**src/rtl/spdif_bmc_rx_if.sv**
```systemverilog
// Line input and decoded-sample output bundle of the SPDIF/AES3 biphase-mark receiver.
interface spdif_bmc_rx_if #(
  parameter int WIDTH = 16
);
  logic             dataDMC;
  logic [WIDTH-1:0] sample;
  logic             sample_valid;
  logic             chan_b;
  logic             block_start;
  logic             v_bit;
  logic             u_bit;
  logic             c_bit;
  logic             parity_err;
  logic             locked;
  logic             err;
  logic [1:0]       dbg_state;

  // sample_valid is a one-cycle strobe with no ready: sample and flags must be taken in
  // that cycle; they are then held until the next strobe. err is an independent strobe.
  modport master (
    input  dataDMC,
    output sample, sample_valid, chan_b, block_start, v_bit, u_bit, c_bit,
           parity_err, locked, err, dbg_state
  );
  modport slave (
    output dataDMC,
    input  sample, sample_valid, chan_b, block_start, v_bit, u_bit, c_bit,
           parity_err, locked, err, dbg_state
  );
endinterface

```
**src/rtl/spdif_bmc_rx.sv**
```systemverilog
// SPDIF/AES3 biphase-mark receiver: oversamples the line, classifies run lengths,
// locks to B/M/W preambles and emits one audio sample per subframe.
module spdif_bmc_rx #(
  parameter int WIDTH   = 16,
  parameter int HALF_UI = 4
) (
  input  logic           clk1,
  input  logic           nrst,
  spdif_bmc_rx_if.master bus
);
  localparam int RMAX = 4 * HALF_UI;
  localparam int RW   = $clog2(RMAX + 1);
  localparam logic [RW-1:0] T_GL  = RW'(HALF_UI / 2);
  localparam logic [RW-1:0] T_S   = RW'(3 * HALF_UI / 2);
  localparam logic [RW-1:0] T_L   = RW'(5 * HALF_UI / 2);
  localparam logic [RW-1:0] T_X   = RW'(7 * HALF_UI / 2);
  localparam logic [RW-1:0] R_SAT = RW'(RMAX);

  typedef enum logic [1:0] {HUNT, PRE, DATA, PREX} state_t;
  typedef enum logic [2:0] {RC_NONE, RC_GLITCH, RC_S, RC_L, RC_X, RC_TO} run_t;

  logic [2:0]    sync_q;
  logic [RW-1:0] r_q, r_d;
  logic          edge_w;
  run_t          run;

  state_t      state_q, state_d;
  logic [1:0]  pre_cnt_q, pre_cnt_d;
  run_t        pre0_q, pre0_d, pre1_q, pre1_d;
  logic [4:0]  idx_q, idx_d;
  logic        half_q, half_d;
  logic [26:0] sh_q, sh_d;
  logic        chb_pend_q, chb_pend_d, blk_pend_q, blk_pend_d;

  logic [WIDTH-1:0] sample_q, sample_d;
  logic sv_q, sv_d, chan_b_q, chan_b_d, blk_q, blk_d;
  logic v_q, v_d, u_q, u_d, c_q, c_d, perr_q, perr_d;
  logic locked_q, locked_d, err_q, err_d;

  logic        bit_ok, bit_val, fail;
  logic [27:0] full_w;

  assign edge_w = sync_q[2] ^ sync_q[1];

  always_comb begin
    if (edge_w)              r_d = RW'(1);
    else if (r_q != R_SAT)   r_d = r_q + RW'(1);
    else                     r_d = r_q;
  end

  // A missing edge is reported once, in the cycle the run counter reaches the timeout.
  always_comb begin
    run = RC_NONE;
    if (edge_w) begin
      if (r_q < T_GL)      run = RC_GLITCH;
      else if (r_q < T_S)  run = RC_S;
      else if (r_q < T_L)  run = RC_L;
      else if (r_q < T_X)  run = RC_X;
      else                 run = RC_TO;
    end else if (r_q == T_X) begin
      run = RC_TO;
    end
  end

  always_comb begin
    state_d    = state_q;
    pre_cnt_d  = pre_cnt_q;
    pre0_d     = pre0_q;
    pre1_d     = pre1_q;
    idx_d      = idx_q;
    half_d     = half_q;
    sh_d       = sh_q;
    chb_pend_d = chb_pend_q;
    blk_pend_d = blk_pend_q;
    sample_d   = sample_q;
    sv_d       = 1'b0;
    chan_b_d   = chan_b_q;
    blk_d      = blk_q;
    v_d        = v_q;
    u_d        = u_q;
    c_d        = c_q;
    perr_d     = perr_q;
    locked_d   = locked_q;
    err_d      = 1'b0;
    bit_ok     = 1'b0;
    bit_val    = 1'b0;
    fail       = 1'b0;
    full_w     = {1'b0, sh_q};

    unique case (state_q)
      HUNT: begin
        if (run == RC_X) begin
          state_d   = PRE;
          pre_cnt_d = 2'd0;
        end
      end
      PRE: begin
        if (run == RC_GLITCH || run == RC_TO) begin
          fail = 1'b1;
        end else if (run != RC_NONE) begin
          if (pre_cnt_q == 2'd0) begin
            pre0_d    = run;
            pre_cnt_d = 2'd1;
          end else if (pre_cnt_q == 2'd1) begin
            pre1_d    = run;
            pre_cnt_d = 2'd2;
          end else begin
            idx_d   = 5'd4;
            half_d  = 1'b0;
            state_d = DATA;
            if (pre0_q == RC_S && pre1_q == RC_S && run == RC_X) begin
              chb_pend_d = 1'b0;
              blk_pend_d = 1'b1;
            end else if (pre0_q == RC_X && pre1_q == RC_S && run == RC_S) begin
              chb_pend_d = 1'b0;
              blk_pend_d = 1'b0;
            end else if (pre0_q == RC_L && pre1_q == RC_S && run == RC_L) begin
              chb_pend_d = 1'b1;
              blk_pend_d = 1'b0;
            end else begin
              fail = 1'b1;
            end
          end
        end
      end
      DATA: begin
        case (run)
          RC_NONE: ;
          RC_S: begin
            if (half_q) begin
              bit_ok  = 1'b1;
              bit_val = 1'b1;
              half_d  = 1'b0;
            end else begin
              half_d = 1'b1;
            end
          end
          RC_L: begin
            if (half_q) fail = 1'b1;
            else        bit_ok = 1'b1;
          end
          default: fail = 1'b1;
        endcase
      end
      PREX: begin
        if (run == RC_X) begin
          state_d   = PRE;
          pre_cnt_d = 2'd0;
        end else if (run != RC_NONE) begin
          fail = 1'b1;
        end
      end
    endcase

    // Bits enter at the top, so after slot 31 the word holds slot 4 in bit 0.
    if (bit_ok) begin
      full_w = {bit_val, sh_q};
      sh_d   = full_w[27:1];
      idx_d  = idx_q + 5'd1;
      if (idx_q == 5'd31) begin
        sample_d = full_w[23 -: WIDTH];
        v_d      = full_w[24];
        u_d      = full_w[25];
        c_d      = full_w[26];
        perr_d   = ^full_w;
        chan_b_d = chb_pend_q;
        blk_d    = blk_pend_q;
        sv_d     = 1'b1;
        locked_d = 1'b1;
        state_d  = PREX;
      end
    end

    if (fail) begin
      err_d    = 1'b1;
      locked_d = 1'b0;
      state_d  = HUNT;
    end
  end

  always_ff @(posedge clk1 or negedge nrst) begin
    if (!nrst) begin
      sync_q     <= '0;
      r_q        <= '0;
      state_q    <= HUNT;
      pre_cnt_q  <= '0;
      pre0_q     <= RC_NONE;
      pre1_q     <= RC_NONE;
      idx_q      <= '0;
      half_q     <= 1'b0;
      sh_q       <= '0;
      chb_pend_q <= 1'b0;
      blk_pend_q <= 1'b0;
      sample_q   <= '0;
      sv_q       <= 1'b0;
      chan_b_q   <= 1'b0;
      blk_q      <= 1'b0;
      v_q        <= 1'b0;
      u_q        <= 1'b0;
      c_q        <= 1'b0;
      perr_q     <= 1'b0;
      locked_q   <= 1'b0;
      err_q      <= 1'b0;
    end else begin
      sync_q     <= {sync_q[1:0], bus.dataDMC};
      r_q        <= r_d;
      state_q    <= state_d;
      pre_cnt_q  <= pre_cnt_d;
      pre0_q     <= pre0_d;
      pre1_q     <= pre1_d;
      idx_q      <= idx_d;
      half_q     <= half_d;
      sh_q       <= sh_d;
      chb_pend_q <= chb_pend_d;
      blk_pend_q <= blk_pend_d;
      sample_q   <= sample_d;
      sv_q       <= sv_d;
      chan_b_q   <= chan_b_d;
      blk_q      <= blk_d;
      v_q        <= v_d;
      u_q        <= u_d;
      c_q        <= c_d;
      perr_q     <= perr_d;
      locked_q   <= locked_d;
      err_q      <= err_d;
    end
  end

  assign bus.sample       = sample_q;
  assign bus.sample_valid = sv_q;
  assign bus.chan_b       = chan_b_q;
  assign bus.block_start  = blk_q;
  assign bus.v_bit        = v_q;
  assign bus.u_bit        = u_q;
  assign bus.c_bit        = c_q;
  assign bus.parity_err   = perr_q;
  assign bus.locked       = locked_q;
  assign bus.err          = err_q;
  assign bus.dbg_state    = state_q;
endmodule

```
**src/flat_wrapper.sv**
```systemverilog
// flat-port wrapper written by rule: the top's interface ports become plain ports
module spdif_bmc_rx_flat 
#(
  parameter int WIDTH   = 16,
  parameter int HALF_UI = 4
)
  (clk1, nrst, bus_dataDMC, bus_sample, bus_sample_valid, bus_chan_b, bus_block_start, bus_v_bit, bus_u_bit, bus_c_bit, bus_parity_err, bus_locked, bus_err, bus_dbg_state);
  spdif_bmc_rx_if #(.WIDTH(WIDTH)) bus_i ();
  input  logic clk1;
  input  logic nrst;
  input wire logic [$bits(bus_i.dataDMC)-1:0] bus_dataDMC;
  output wire logic [$bits(bus_i.sample)-1:0] bus_sample;
  output wire logic [$bits(bus_i.sample_valid)-1:0] bus_sample_valid;
  output wire logic [$bits(bus_i.chan_b)-1:0] bus_chan_b;
  output wire logic [$bits(bus_i.block_start)-1:0] bus_block_start;
  output wire logic [$bits(bus_i.v_bit)-1:0] bus_v_bit;
  output wire logic [$bits(bus_i.u_bit)-1:0] bus_u_bit;
  output wire logic [$bits(bus_i.c_bit)-1:0] bus_c_bit;
  output wire logic [$bits(bus_i.parity_err)-1:0] bus_parity_err;
  output wire logic [$bits(bus_i.locked)-1:0] bus_locked;
  output wire logic [$bits(bus_i.err)-1:0] bus_err;
  output wire logic [$bits(bus_i.dbg_state)-1:0] bus_dbg_state;
  assign bus_i.dataDMC = bus_dataDMC;
  assign bus_sample = bus_i.sample;
  assign bus_sample_valid = bus_i.sample_valid;
  assign bus_chan_b = bus_i.chan_b;
  assign bus_block_start = bus_i.block_start;
  assign bus_v_bit = bus_i.v_bit;
  assign bus_u_bit = bus_i.u_bit;
  assign bus_c_bit = bus_i.c_bit;
  assign bus_parity_err = bus_i.parity_err;
  assign bus_locked = bus_i.locked;
  assign bus_err = bus_i.err;
  assign bus_dbg_state = bus_i.dbg_state;
  spdif_bmc_rx #(.WIDTH(WIDTH), .HALF_UI(HALF_UI)) u_core (.clk1(clk1), .nrst(nrst), .bus(bus_i));
endmodule
```
**config.mk**
```make
export PLATFORM = sky130hd
export DESIGN_NAME = spdif_bmc_rx_flat
export DESIGN_NICKNAME = d
export VERILOG_FILES = /design/src/rtl/spdif_bmc_rx_if.sv /design/src/rtl/spdif_bmc_rx.sv /design/src/flat_wrapper.sv
export SDC_FILE = /design/constraint.sdc
export NUM_CORES = 1
export LEC_CHECK = 0
export ABC_CLOCK_PERIOD_IN_PS = 2170
export CAP_MARGIN = 20
export CELL_PAD_IN_SITES_DETAIL_PLACEMENT = 2
export CELL_PAD_IN_SITES_GLOBAL_PLACEMENT = 2
export CORE_ASPECT_RATIO = 0.75
export CORE_UTILIZATION = 35
export DETAILED_ROUTE_END_ITERATION = 10
export GPL_TIMING_DRIVEN = 0
export PLACE_DENSITY = 0.85
export SYNTH_ARGS = -nofsm -noshare
export SYNTH_HDL_FRONTEND = slang
export SYNTH_SLANG_ARGS = --single-unit
```
**constraint.sdc**
```tcl
create_clock -name clk1 -period 2.17 [get_ports clk1]
set_input_delay 0.434 -clock clk1 [delete_from_list [all_inputs] [get_ports clk1]]
set_output_delay 0.434 -clock clk1 [all_outputs]
set_load 0.05 [all_outputs]
```
==> results of run 1 <==
cells in the final DEF (no fill, tap or decap), types with 3 or more instances in the layout:
cell type and count:
sky130_fd_sc_hd__nor3_4 3, sky130_fd_sc_hd__buf_8 5, sky130_fd_sc_hd__nand3_1 8, sky130_fd_sc_hd__nor2_1 13, sky130_fd_sc_hd__buf_4 22, sky130_fd_sc_hd__nor3_1 5
sky130_fd_sc_hd__inv_1 17, sky130_fd_sc_hd__ha_1 7, sky130_fd_sc_hd__nor3_2 3, sky130_fd_sc_hd__xnor2_1 23, sky130_fd_sc_hd__o21ai_0 17, sky130_fd_sc_hd__clkdlybuf4s50_1 28
sky130_fd_sc_hd__buf_6 3, sky130_fd_sc_hd__a21oi_1 9, sky130_fd_sc_hd__xor2_1 6, sky130_fd_sc_hd__mux2_4 18, sky130_fd_sc_hd__o22a_1 3, sky130_fd_sc_hd__dfrtp_2 6
sky130_fd_sc_hd__clkbuf_16 11, sky130_fd_sc_hd__dfrtp_1 72, sky130_fd_sc_hd__mux2_2 30, sky130_fd_sc_hd__nand2_1 13
registers in the layout (all words and copies together) (netlist names):
name                     flops
u_core.r_q                   5
u_core.bus.sample           16
u_core.bus.err               1
u_core.half_q                1
u_core.bus.v_bit             1
u_core.bus.u_bit             1
u_core.pre_cnt_q             2
u_core.pre0_q                3
u_core.sync_q                3
u_core.bus.parity_err        1
u_core.bus.c_bit             1
u_core.bus.dbg_state         2
u_core.sh_q                 27
u_core.idx_q                 5
u_core.chb_pend_q            1
u_core.bus.sample_valid      1
u_core.blk_pend_q            1
u_core.pre1_q                3
u_core.bus.chan_b            1
u_core.bus.block_start       1
u_core.bus.locked            1
area by class of cell:
cell class / instances / share of cell area, %
flip-flops and latches: 78 / 38.7
multi-input cells: 204 / 37.1
repair buffers: 55 / 10.5
clock buffers: 11 / 4.60
well taps: 136 / 3.36
plain buffers: 12 / 2.94
clock inverters: 4 / 1.46
inverters: 18 / 1.33
layer usage:
| layer | wire length (microns) | GRT usage, % | up-vias |
|---|---|---|---|
| li1 | - | - | 1228 |
| met1 | 5620 | 24.5 | 1567 |
| met2 | 7220 | 35.6 | 86 |
| met3 | 477 | 4.90 | 43 |
| met4 | 546 | 8.13 | 0 |
| met5 | 0 | 0 | - |
worst register-to-register path: stages, from the launching register on:
cell and delay (ps):
sky130_fd_sc_hd__dfrtp_2 480, sky130_fd_sc_hd__xnor2_4 230, sky130_fd_sc_hd__nor4b_4 280, sky130_fd_sc_hd__buf_4 200, sky130_fd_sc_hd__buf_4 140, sky130_fd_sc_hd__o21ai_0 200, sky130_fd_sc_hd__nor3_1 380, sky130_fd_sc_hd__a21oi_1 130
sky130_fd_sc_hd__o2bb2ai_1 210
logic make-up (layout without fill, tap and decap cells):
| logic type | after synthesis | in the layout | synth area share, % |
|---|---|---|---|
| flops | 78 | 78 | 52.5 |
| simple gates | 62 | 62 | 8.52 |
| xor+xnor | 33 | 33 | 8.15 |
| buf+inv | 33 | 100 | 4.11 |
| fa+ha+maj | 8 | 8 | 2.69 |
| mux | 50 | 50 | 15.1 |
| compound gates | 51 | 51 | 8.89 |
power by group through the flow:
stage	Combinational (mW)	Sequential [mW]	Clock, mW
after CTS	0.586	1.59	1.61
final	0.766	1.61	1.62
after global placement	0.470	1.59	0
after global routing	0.804	1.61	1.68
after detailed placement	0.509	1.60	0
after floorplan	0.316	1.60	0
per-stage QoR:
step	std cells	total power [mW]	area, sq um
after floorplan	315	1.92	3720
after global placement	480	2.06	4180
after detailed placement	481	2.11	4200
after CTS	501	3.79	4710
after global routing	518	4.09	5060
final	518	3.99	5060
worst max-delay path by stage:
stage / depth (start not counted) / slack [ps] / end
floorplan: 7 / 9 / u_core.sh_q[0]
CTS: 7 / -1 / u_core.idx_q[3]
global route: 8 / -220 / u_core.half_q
global placement: 1 / -2400 / u_core.bus.dbg_state[0]
finish: 8 / -160 / u_core.half_q
detailed placement: 6 / -580 / u_core.bus.dbg_state[1]
what timing repair did:
| action | CTS | global route |
|---|---|---|
| hold endpoints to repair | 18 | 0 |
| cloned | 0 | 4 |
| buffers inserted | 7 | 13 |
| setup endpoints to repair | 61 | 47 |
| pin swaps | 5 | 15 |
| gates resized for setup | 36 | 46 |
| hold buffers | 1 | 0 |
==> flow_summary.json, run 1 <==
{
  "fmaxAchievable_mhz": 429,
  "yosys.cell_count.top_type": "sky130_fd_sc_hd__dfrtp_1",
  "cpMaxStageDelayCell": "sky130_fd_sc_hd__dfrtp_2",
  "global_route_wire_length_before_repair_mm": 16.9,
  "synthDominantCellAreaShare_pct": 52.5,
  "cp.required_ps": 2430,
  "period_share_pct": 107,
  "final_nets": 389,
  "timing.rr.end": "u_core.half_q",
  "timing.hold.worst_path_depth": 0,
  "num_antenna_cells": 0,
  "viasPerCell": 5.64,
  "crit_path_max_incr_delay_ps": 480,
  "ctsHtreeMaxLevel": 3,
  "synthDistinctLibCells": 43,
  "final.fill_count": 979,
  "ys_dominant_reg_cell": "sky130_fd_sc_hd__dfrtp_1",
  "drive_above_1_share_pct": 34.0,
  "final_hold_slack_ps": 357,
  "max-cap-violations": 0,
  "max_slew_margin_pct": 64.2,
  "static-leakage-power_nw": 2.38,
  "hp-start": "u_core.sync_q[0]",
  "arrival_time_of_data_at_the_critical_path_endpoint_ps": 2600,
  "wirelength_mm": 13.9,
  "share_comb_of_total_power_pct": 19.2,
  "rsz0062_at_grt": "true",
  "cts-root-buf": "sky130_fd_sc_hd__clkbuf_16",
  "post_synth_most_frequent_cells": "sky130_fd_sc_hd__dfrtp_1, sky130_fd_sc_hd__mux2_2, sky130_fd_sc_hd__xnor2_1, sky130_fd_sc_hd__o21ai_0, sky130_fd_sc_hd__inv_1",
  "synth_seq_cells": 78,
  "status": "complete, but fails checks",
  "clk_transition_reported_paths_ps": 60,
  "worst_pin_slew_ps": 532,
  "max-vdd-ir-drop_v": 0.000638,
  "reg2reg_from": "u_core.sync_q[1]",
  "grt_max_degree": 61,
  "timing_worst_setup_path_type": "register to register",
  "post_synth_inst_count": 315,
  "first_pass_iters": 7,
  "final_critical_path_setup_slack_ps": -162,
  "crit_start": "u_core.sync_q[1]",
  "timing.final.crit_period_ps": 2330,
  "die_height_microns": 91.2,
  "fp.dieW_microns": 121,
  "setup_viol": 39,
  "timing.reg2reg.setup_slack_ps": -160,
  "clkPwrFrac_pct": 40.5,
  "worst_path_most_repeated_cell": "sky130_fd_sc_hd__buf_4",
  "maxSlewViolCount": 0,
  "worstSkewPairLatency_ps": 350,
  "utilization_pct": 49.2,
  "cts.sink_count": 78,
  "mappedNetlistArea_sq_um": 3710,
  "synth-async-reset-ratio_pct": 100,
  "number_of_global_route_vias_before_repair": 3110,
  "synth_enable_flop_cells": 0,
  "globalRouteTotalUtil_pct": 20.6,
  "rows": 32,
  "number_of_antenna_violations_at_the_first_check_in_global_routing": 0,
  "final_antenna_net_count": 0,
  "cts-root-to-sink-buffers": 2,
  "remaining_drc_errors": 2,
  "fin_tns_setup_ps": -1330,
  "synthesis.nets": 326,
  "ff_latch_area_sq_um": 1960,
  "final_hold_viol_count": 0,
  "core_area_sq_um": 10300,
  "detailedPlace.worstSlack_ps": -585,
  "cts-buffers-inserted": 9,
  "area_growth_pct": 36.3,
  "ioPinCount": 30,
  "crit_path_max_fanout": 6,
  "fraction_of_power_spent_switching_nets_pct": 30.1,
  "power.share.sequential_pct": 40.3,
  "vias": 2924,
  "power_report.internal_total_mw": 2.79,
  "switchingPower_mw": 1.20,
  "hold_path.class": "register to register",
  "critical_path.cell_chain": "xnor2_4 > nor4b_4 > buf_4 > buf_4 > o21ai_0 > nor3_1 > a21oi_1 > o2bb2ai_1",
  "violations": "DRC, setup timing",
  "globalRoute.totalOverflow": 0,
  "hold-path-endpoint": "u_core.sync_q[1]",
  "multi_input_area_sq_um": 1880,
  "clock_tree_from_tritoncts": "done",
  "placement.io_buffers": 29,
  "synth-warning-count": 0,
  "netlist_top_cells_area": "sky130_fd_sc_hd__dfrtp_1, sky130_fd_sc_hd__mux2_2, sky130_fd_sc_hd__xnor2_1, sky130_fd_sc_hd__ha_1, sky130_fd_sc_hd__o21ai_0",
  "startpoint_types": "register",
  "postSynthAreaPerCell_sq_um": 11.8,
  "wire_per_inst_microns": 26.8,
  "hpwl_mm": 6.81,
  "power.density_cell_area_nw_per_um2": 789,
  "yosys.area.top_type": "sky130_fd_sc_hd__dfrtp_1",
  "r2r.worst_path.cells": 8,
  "cp_num_buf_inv": 2,
  "worst_clock_skew_ps": 10.7,
  "start_util_pct": 36.1,
  "dieArea_sq_um": 11000,
  "yosysSeqAreaShare_pct": 52.5,
  "worst_path_dominant_cell_family": "simple AND/OR/NAND/NOR gates",
  "end_kind": "register",
  "drtIter0Drc": 172,
  "place_congestion": 0.786
}
No activity file was read; power rests on OpenSTA's default activity.
==> run 2, diff against run 1 <==
Settings changed: ABC_AREA set to 1, CORE_UTILIZATION 35 to 32, PLACE_DENSITY 0.85 to 0.87.
==> run 2 against run 1 <==
Against the previous run: the flow now finishes without violations; clock power hardly changed; count of clock-buffer cells in the layout unchanged; synthesized cell count up 77%; power decreased by 2.2%; flip-flop and latch count stayed put; final area is 4.2% higher; via count grew 28%; critical path type is now register to output port; highest routed layer unchanged.
==> flow_summary.json, run 2 <==
{
  "ioPinCount": 30,
  "clk_transition_reported_paths_ps": 60,
  "most_common_cell_after_layout_fill_and_taps_aside": "sky130_fd_sc_hd__nand2_1",
  "final.fill_count": 1488,
  "post_synth_inst_count": 558,
  "placement.io_buffers": 29,
  "post_synth_most_frequent_cells": "sky130_fd_sc_hd__nand2_1, sky130_fd_sc_hd__dfrtp_1, sky130_fd_sc_hd__inv_1, sky130_fd_sc_hd__o21ai_2, sky130_fd_sc_hd__nor2_1",
  "status": "finished, final reports clean",
  "hpwl_mm": 9.41,
  "clock_tree_from_tritoncts": "done",
  "netlist_top_cells_area": "sky130_fd_sc_hd__dfrtp_1, sky130_fd_sc_hd__nand2_1, sky130_fd_sc_hd__o21ai_2, sky130_fd_sc_hd__inv_1, sky130_fd_sc_hd__nand3_1",
  "ys_dominant_reg_cell": "sky130_fd_sc_hd__dfrtp_1",
  "vias": 3747,
  "die_height_microns": 104,
  "final_antenna_net_count": 0,
  "synthesis.nets": 569,
  "reg2reg_from": "u_core.bus.dbg_state[0]",
  "wirelength_mm": 12.7,
  "global_route_wire_length_before_repair_mm": 21.7,
  "power_report.internal_total_mw": 2.75,
  "fp.dieW_microns": 138,
  "max-cap-violations": 0,
  "final_critical_path_setup_slack_ps": 134,
  "synth_seq_cells": 78,
  "viasPerCell": 4.85,
  "cp_num_buf_inv": 1,
  "synth_enable_flop_cells": 0,
  "synthDominantCellAreaShare_pct": 44.0,
  "fin_tns_setup_ps": 0,
  "synth-async-reset-ratio_pct": 100,
  "first_pass_iters": 4,
  "postSynthAreaPerCell_sq_um": 7.95,
  "post-layout-total-power_mw": 3.91,
  "synth-warning-count": 0,
  "end_kind": "output port",
  "grt_max_degree": 46,
  "worst_path_dominant_cell_family": "buffers and inverters",
  "period_share_pct": 93.8,
  "cp.required_ps": 1740,
  "timing.final.crit_period_ps": 2040,
  "number_of_global_route_vias_before_repair": 4252,
  "fraction_of_power_spent_switching_nets_pct": 29.6,
  "power.density_cell_area_nw_per_um2": 740,
  "cts-buffers-inserted": 9,
  "max_slew_margin_pct": 64.1,
  "worst_clock_skew_ps": 6.99,
  "setup_viol": 0,
  "number_of_antenna_violations_at_the_first_check_in_global_routing": 0,
  "power.share.sequential_pct": 42.0,
  "crit_path_max_fanout": 5,
  "yosys.area.top_type": "sky130_fd_sc_hd__dfrtp_1",
  "core_area_sq_um": 13200,
  "final_hold_viol_count": 0,
  "globalRoute.totalOverflow": 0,
  "place_congestion": 0.765,
  "mappedNetlistArea_sq_um": 4440,
  "yosysSeqAreaShare_pct": 44.0,
  "drtIter0Drc": 107,
  "timing.reg2reg.setup_slack_ps": 180,
  "static-leakage-power_nw": 2.71,
  "yosys.cell_count.top_type": "sky130_fd_sc_hd__nand2_1",
  "wire_per_inst_microns": 16.4,
  "dp_cells": 759,
  "cpMaxStageDelayCell": "sky130_fd_sc_hd__clkdlybuf4s50_1",
  "commonest_non_fill_non_tap_cells_in_the_layout": "sky130_fd_sc_hd__nand2_1, sky130_fd_sc_hd__dfrtp_1, sky130_fd_sc_hd__inv_1, sky130_fd_sc_hd__o21ai_2",
  "synthDistinctLibCells": 34,
  "stdcell_count": 773,
  "cts.sink_count": 78,
  "switchingPower_mw": 1.15,
  "cp_num_cells": 1,
  "num_antenna_cells": 0,
  "critical_path.cell_chain": "clkdlybuf4s50_1",
  "crit_path_max_incr_delay_ps": 830,
  "start_util_pct": 33.5,
  "detailedPlace.worstSlack_ps": -119,
  "final_nets": 609,
  "globalRouteTotalUtil_pct": 19.6,
  "hold_path.class": "input pin to asynchronous set/reset pin",
  "clkPwrFrac_pct": 40.8,
  "largest_register_ffs": 27,
  "fmaxAchievable_mhz": 491,
  "timing.rr.end": "u_core.bus.sample[11]",
  "maxSlewViolCount": 0,
  "cts-root-to-sink-buffers": 2,
  "drive_above_1_share_pct": 19.1,
  "cts-root-buf": "sky130_fd_sc_hd__clkbuf_16",
  "max-vdd-ir-drop_v": 0.000835,
  "dieArea_sq_um": 14300,
  "ctsHtreeMaxLevel": 3,
  "area_growth_pct": 18.9,
  "startpoint_types": "register",
  "timing_worst_setup_path_type": "register to output port",
  "share_comb_of_total_power_pct": 17.2,
  "worst_pin_slew_ps": 537,
  "largest_register": "u_core.sh_q",
  "arrival_time_of_data_at_the_critical_path_endpoint_ps": 1600,
  "worstSkewPairLatency_ps": 350,
  "rows": 36,
  "r2r.worst_path.cells": 10,
  "post_cts_buffers": 0,
  "final_hold_slack_ps": 49.5,
  "remaining_drc_errors": 0
}
-- run 2: per-stage QoR --
step,utilization (%),cell area [sq um]
finish,39.8,5280
global route,39.8,5280
CTS,39.8,5270
detailed placement,37.5,4970
global placement,37.3,4940
floorplan,-,4440
-- run 2: worst max path at each step --
stage | startpoint | to | slack (ps)
3_5_place_dp | u_core.bus.dbg_state[0] | u_core.bus.sample[11] | -120
4_1_cts | u_core.bus.dbg_state[0] | bus_dbg_state[0] | 20
6_report | u_core.bus.dbg_state[1] | bus_dbg_state[1] | 130
3_3_place_gp | nrst | u_core.bus.sample[2] | -2260
5_1_grt | u_core.r_q[3] | u_core.bus.dbg_state[0] | -7
2_1_floorplan | u_core.bus.dbg_state[1] | u_core.idx_q[2] | 120
-- run 2: power by group through the flow --
stage	sequential (mW)	combinational, mW	clock (mW)
2_1_floorplan	1.68	0.416	0
3_3_place_gp	1.65	0.604	0
3_5_place_dp	1.66	0.662	0
4_1_cts	1.64	0.676	1.65
5_1_grt	1.65	0.755	1.70
6_report	1.64	0.671	1.60
-- run 2: routing by layer --
| layer | GRT usage, % | share of wire [%] | up-vias |
|---|---|---|---|
| li1 | - | - | 1806 |
| met1 | 25.5 | 47 | 1893 |
| met2 | 32.3 | 49 | 37 |
| met3 | 4.39 | 2.5 | 11 |
| met4 | 5.67 | 1.3 | 0 |
| met5 | 0 | 0 | - |
-- run 2: cell families (layout without fill, tap and decap cells) --
family / count (synthesis) / after routing / synth area share (%)
and+or+nand+nor: 297 / 297 / 30.0
buffers and inverters: 93 / 137 / 9.92
adders and majority gates: 8 / 8 / 2.26
DFF: 78 / 78 / 44.0
AOI/OAI and AO/OA: 76 / 76 / 12.6
xor gates and xnor gates: 6 / 6 / 1.18
-- run 2: repair_timing --
action / CTS / global route
cloned: 0 / 0
pin swaps: 0 / 1
endpoints found under the hold margin: 0 / 0
resized for setup: 1 / 2
hold buffers: 0 / 0
endpoints found under the setup margin: 57 / 18
-- run 2: layout make-up --
type                       instances  area (sq um)  area share, %
buffer                            12           136           2.58
clock buffer                      11           233           4.41
clock inverter                     4          72.6           1.38
inverter                          80           300           5.69
multi-input combinational        387          2050           38.9
sequential                        78          1950           37.0
tap                              171           214           4.06
timing repair buffer              30           318           6.02
